File: src/rtl/cnt_seq_pkg.sv
// Shared types and constants for the counter sequencer.
package cnt_seq_pkg;

  typedef logic [1:0] state_t;

  localparam state_t ST_IDLE = 2'd0;
  localparam state_t ST_LOAD = 2'd1;
  localparam state_t ST_RUN  = 2'd2;
  localparam state_t ST_DONE = 2'd3;

  localparam int unsigned CNT_SEQ_LOAD_VAL = 32'd0;

  function automatic logic state_is_busy(input state_t s);
    logic v;
    case (s)
      ST_LOAD, ST_RUN, ST_DONE: v = 1'b1;
      default:                  v = 1'b0;
    endcase
    return v;
  endfunction

endpackage

File: src/rtl/cnt_seq_ctrl.sv
// Sequencer wrapped around a generic up-counter: emits a periodic or one-shot tick per interval.
// Optional tick counter output enabled by defining CNT_SEQ_TICK_CNT_EN.
module cnt_seq_ctrl
  import cnt_seq_pkg::*;
#(
  parameter int WIDTH = 5,
  parameter int TCW   = 8
) (
  input  logic             clk,
  input  logic             rst,
  input  logic             start,
  input  logic             stop,
  input  logic             one_shot,
  input  logic [WIDTH-1:0] period,
  input  logic [WIDTH-1:0] cnt_out,
  output logic             load,
  output logic             enab,
  output logic [WIDTH-1:0] cnt_in,
  output logic             tick,
  output logic             done,
  output logic             busy
`ifdef CNT_SEQ_TICK_CNT_EN
  ,
  output logic [TCW-1:0]   tick_count
`endif
);

  state_t           r_state;
  state_t           w_next_state;
  logic [WIDTH-1:0] r_period;
  logic             r_mode;
  logic             r_tick;
  logic             r_done;
  logic             w_match;
  logic             w_start_acc;

  // Next-state decode; stop overrides start and the terminal-count match everywhere
  always_comb begin
    w_next_state = r_state;
    w_match      = 1'b0;
    w_start_acc  = 1'b0;
    case (r_state)
      ST_IDLE: begin
        if (start && !stop) begin
          w_start_acc  = 1'b1;
          w_next_state = ST_LOAD;
        end else begin
          w_next_state = ST_IDLE;
        end
      end
      ST_LOAD: begin
        if (stop) begin
          w_next_state = ST_IDLE;
        end else begin
          w_next_state = ST_RUN;
        end
      end
      ST_RUN: begin
        if (stop) begin
          w_next_state = ST_IDLE;
        end else if (cnt_out == r_period) begin
          w_match      = 1'b1;
          w_next_state = r_mode ? ST_DONE : ST_LOAD;
        end else begin
          w_next_state = ST_RUN;
        end
      end
      ST_DONE: begin
        w_next_state = ST_IDLE;
      end
      default: begin
        w_next_state = ST_IDLE;
      end
    endcase
  end

  // State, latched configuration and registered pulses
  always_ff @(posedge clk or negedge rst) begin
    if (!rst) begin
      r_state  <= ST_IDLE;
      r_period <= {WIDTH{1'b0}};
      r_mode   <= 1'b0;
      r_tick   <= 1'b0;
      r_done   <= 1'b0;
    end else begin
      r_state <= w_next_state;
      r_tick  <= w_match;
      r_done  <= w_match & r_mode;
      if (w_start_acc) begin
        r_period <= period;
        r_mode   <= one_shot;
      end
    end
  end

`ifdef CNT_SEQ_TICK_CNT_EN
  logic [TCW-1:0] r_tick_count;

  // Count completed intervals since the last accepted start; wraps naturally
  always_ff @(posedge clk or negedge rst) begin
    if (!rst) begin
      r_tick_count <= {TCW{1'b0}};
    end else if (w_start_acc) begin
      r_tick_count <= {TCW{1'b0}};
    end else if (w_match) begin
      r_tick_count <= r_tick_count + {{(TCW-1){1'b0}}, 1'b1};
    end
  end

  assign tick_count = r_tick_count;
`endif

  // Counter controls are pure state decodes so the counter sees no combinational path from cnt_out
  assign load   = (r_state == ST_LOAD);
  assign enab   = (r_state == ST_LOAD) || (r_state == ST_RUN);
  assign busy   = state_is_busy(r_state);
  assign cnt_in = WIDTH'(CNT_SEQ_LOAD_VAL);
  assign tick   = r_tick;
  assign done   = r_done;

endmodule

File: config.mk
export PLATFORM = sky130hd
export DESIGN_NAME = cnt_seq_ctrl
export DESIGN_NICKNAME = d
export VERILOG_FILES = /design/src/rtl/cnt_seq_pkg.sv /design/src/rtl/cnt_seq_ctrl.sv
export SDC_FILE = /design/constraint.sdc
export NUM_CORES = 1
export LEC_CHECK = 0
export ABC_AREA = 1
export CAP_MARGIN = 10
export CORE_MARGIN = 1.5
export CORE_UTILIZATION = 40
export DETAILED_ROUTE_END_ITERATION = 8
export GPL_ROUTABILITY_DRIVEN = 0
export PLACE_DENSITY = 0.76
export SLEW_MARGIN = 10
export SYNTH_ARGS = -nofsm -noshare
export SYNTH_HDL_FRONTEND = slang
export SYNTH_SLANG_ARGS = --single-unit
File: constraint.sdc
create_clock -name clk -period 1.5 [get_ports clk]
set_input_delay 0.3 -clock clk [delete_from_list [all_inputs] [get_ports clk]]
set_output_delay 0.3 -clock clk [all_outputs]
set_load 0.01 [all_outputs]
==> results.yml <==
power_and_ir_drop:
  leakage_nw: 0.437
  power_mw: 0.652
  ir_worst_vdd_uv: 567
  p_per_area_mw_per_mm2: 814
synthesis:
  async_flop_share_pct: 100
  synth_compound_area_share_pct: 4.30
  synthAdderAreaFrac_pct: 6.45
  synthCells: 71
  syn_avg_cell_area_um2: 8.19
  ys_types: 19
  yosys-top-cells-area: "dfrtp_1 43%, inv_1 9.0%, nand2_1 8.4%"
  synth_edf_count: 0
  ys_seq_elements: 10
  synth_warnings: 0
  yosys.area.top_type: "dfrtp_1"
  muxShareOfSynthArea_pct: 4.52
  ys.flop_type: "dfrtp_1"
  synth_top_family_by_area: "simple AND/OR/NAND/NOR gates"
  synthXorXnorAreaFrac_pct: 1.51
  yosys.area_share.simple_pct: 21.5
  netlist.area_leader.share_pct: 43.0
  seq_area_frac_synth_pct: 43.0
  syn-cell-area_um2: 582
critical_path:
  slowest_stage: "dfrtp_1"
  slowest_delay_ps: 380
  setup.worst_path.start_class: "flop"
  path_buf_inv: 2
  end_kind: "output port"
  cp.arrival_ps: 1140
  path_cells: "inv_1, ha_1, dlygate4sd2_1"
  cp.depth: 3
  r2r_cells: 5
  cp-endpoint: "load"
  worstReg2RegStart: "r_state[1]$_DFF_PN0_"
  regToRegSetupSlack_ps: 150
  worstSetupPathType: "reg -> out"
  worst_ep_required_time_ps: 1200
  r2r-end: "r_period[1]$_DFFE_PN0P_"
  crit_start: "r_state[1]$_DFF_PN0_"
  cpLargestDelayFamily: "flip-flops"
  critPathMaxFanout: 2
final_layout:
  areaGrowthSynthToFinish_pct: 37.6
  drive_above_1_share_pct: 17.9
  layout_commonest_cell: "clkdlybuf4s50_1"
  fin_area_um2: 801
  layout_common_cells: "16 x clkdlybuf4s50_1, 13 x inv_1, 13 x nand2_1"
  antennaDiodeCount: 0
  layout.nets: 115
  final_util_pct: 60.0
clock_network:
  worstSkewPairLatency_ps: 260
  clk_pin_slew_ps: 70
  numCtsBuffers: 3
  clockBufferDepth: 2
  hold_buffers: 0
  cts.sink_count: 10
  root_buffer: "clkbuf_4"
  htree_levels: 1
  cts_tree: "done"
grt:
  grt_pass1_wl_um: 1480
  grt_max_degree: 11
  antenna_found_initial: 0
  grt_pass1_vias: 382
  grt_usage_pct: 13.4
  overflow: 0
floorplanning:
  die_area_mm2: 0.00169
  die_height_um: 41.1
  ios: 25
  initial_core_util_pct: 43.6
  die_width_um: 41.1
  rows: 13
  core_area_mm2: 0.00133
timing:
  rsz0062_at_grt: "no"
  fin_ws_ps: 58.2
  max_freq_mhz: 694
  hold_viol: 0
  fin_crit_sh_pct: 96.1
  fin_crit_ps: 1440
  finClkSkew_ps: 9.31
  slew_viol_final: 0
  setup_viol: 0
placed_design:
  port_buffers: 19
  dp_hpwl_um: 773
  dpl_cell_area_um2: 779
  place_worst_setup_slack_ps: 7.40
detailed_routing:
  vias: 477
  ant_nets: 0
  wirelength_um: 921
  drtIter0Drc: 5
  drc: 0
  wl_per_cell_um: 8.37
  drtPass1Iterations: 3
  viasPerCell: 4.34
worst_hold_path:
  holdCritPathClass: "in -> async"
job:
  cap_violations: 0
status:
  status: "finished, final reports clean"
==> worst min-delay path by stage <==
stage / startpoint / end / slack (ps) / cells past startpoint
2_1_floorplan: rst / done$_DFF_PN0_ / 4 / 0
3_3_place_gp: r_mode$_DFFE_PN0P_ / done$_DFF_PN0_ / 500 / 2
3_5_place_dp: r_mode$_DFFE_PN0P_ / done$_DFF_PN0_ / 500 / 2
4_1_cts: rst / done$_DFF_PN0_ / 380 / 1
5_1_grt: rst / done$_DFF_PN0_ / 390 / 1
6_report: rst / done$_DFF_PN0_ / 340 / 1
==> cell usage after synthesis, types with 2 or more instances <==
master    n
nor2_2    2
inv_1    14
dfrtp_1  10
nor2_1    8
a21oi_1   5
buf_4     5
nand2_1  13
ha_1      3
==> cell type report <==
class,count,area [um2]
clock buffer,3,22.5
fill,119,533
inverter,15,56.3
multi-input combinational,44,244
sequential,10,250
tap,15,18.8
timing repair buffer,23,209
==> registers in the layout, indices dropped and copies added, names as in the netlist <==
register and count:
done 1, r_period 5, r_state 2, r_mode 1, tick 1
==> cell families after synthesis <==
| kind of cell | count (synthesis) |
|---|---|
| and+or+nand+nor | 28 |
| xor gates and xnor gates | 1 |
| AOI/OAI and AO/OA | 5 |
| adders and majority gates | 3 |
| DFF | 10 |
| muxes | 2 |
| other | 1 |
| buffers and inverters | 21 |
==> power by group <==
group	total, mW	internal (mW)	switching (mW)
Sequential	0.315	0.299	0.0156
Combinational	0.159	0.0840	0.0754
Clock	0.178	0.0922	0.0854
Total	0.652	0.475	0.176
==> layer usage <==
layer	vias up	share of wire, %	global-route usage (%)
li1	250	-	-
met5	-	0	0
met3	2	9.3	3.26
met1	202	44	16.9
met4	0	0.87	4.84
met2	23	45	21.9
==> per-stage QoR <==
step | cells | TNS (ps) | hold slack, ps
3_5_place_dp | 106 | 0 | 498
2_1_floorplan | 75 | 0 | 4.41
3_3_place_gp | 106 | 0 | 501
4_1_cts | 109 | -7.10 | 381
5_1_grt | 110 | 0 | 392
6_report | 110 | 0 | 342
==> repair_timing <==
action / CTS / global route
pin swaps: 0 / 1
endpoints found under the hold margin: 0 / 0
endpoints found under the setup margin: 3 / 3
gates cloned: 0 / 0
setup buffers: 0 / 1
gates resized for setup: 4 / 5
No activity file was read; power rests on OpenSTA's default activity.
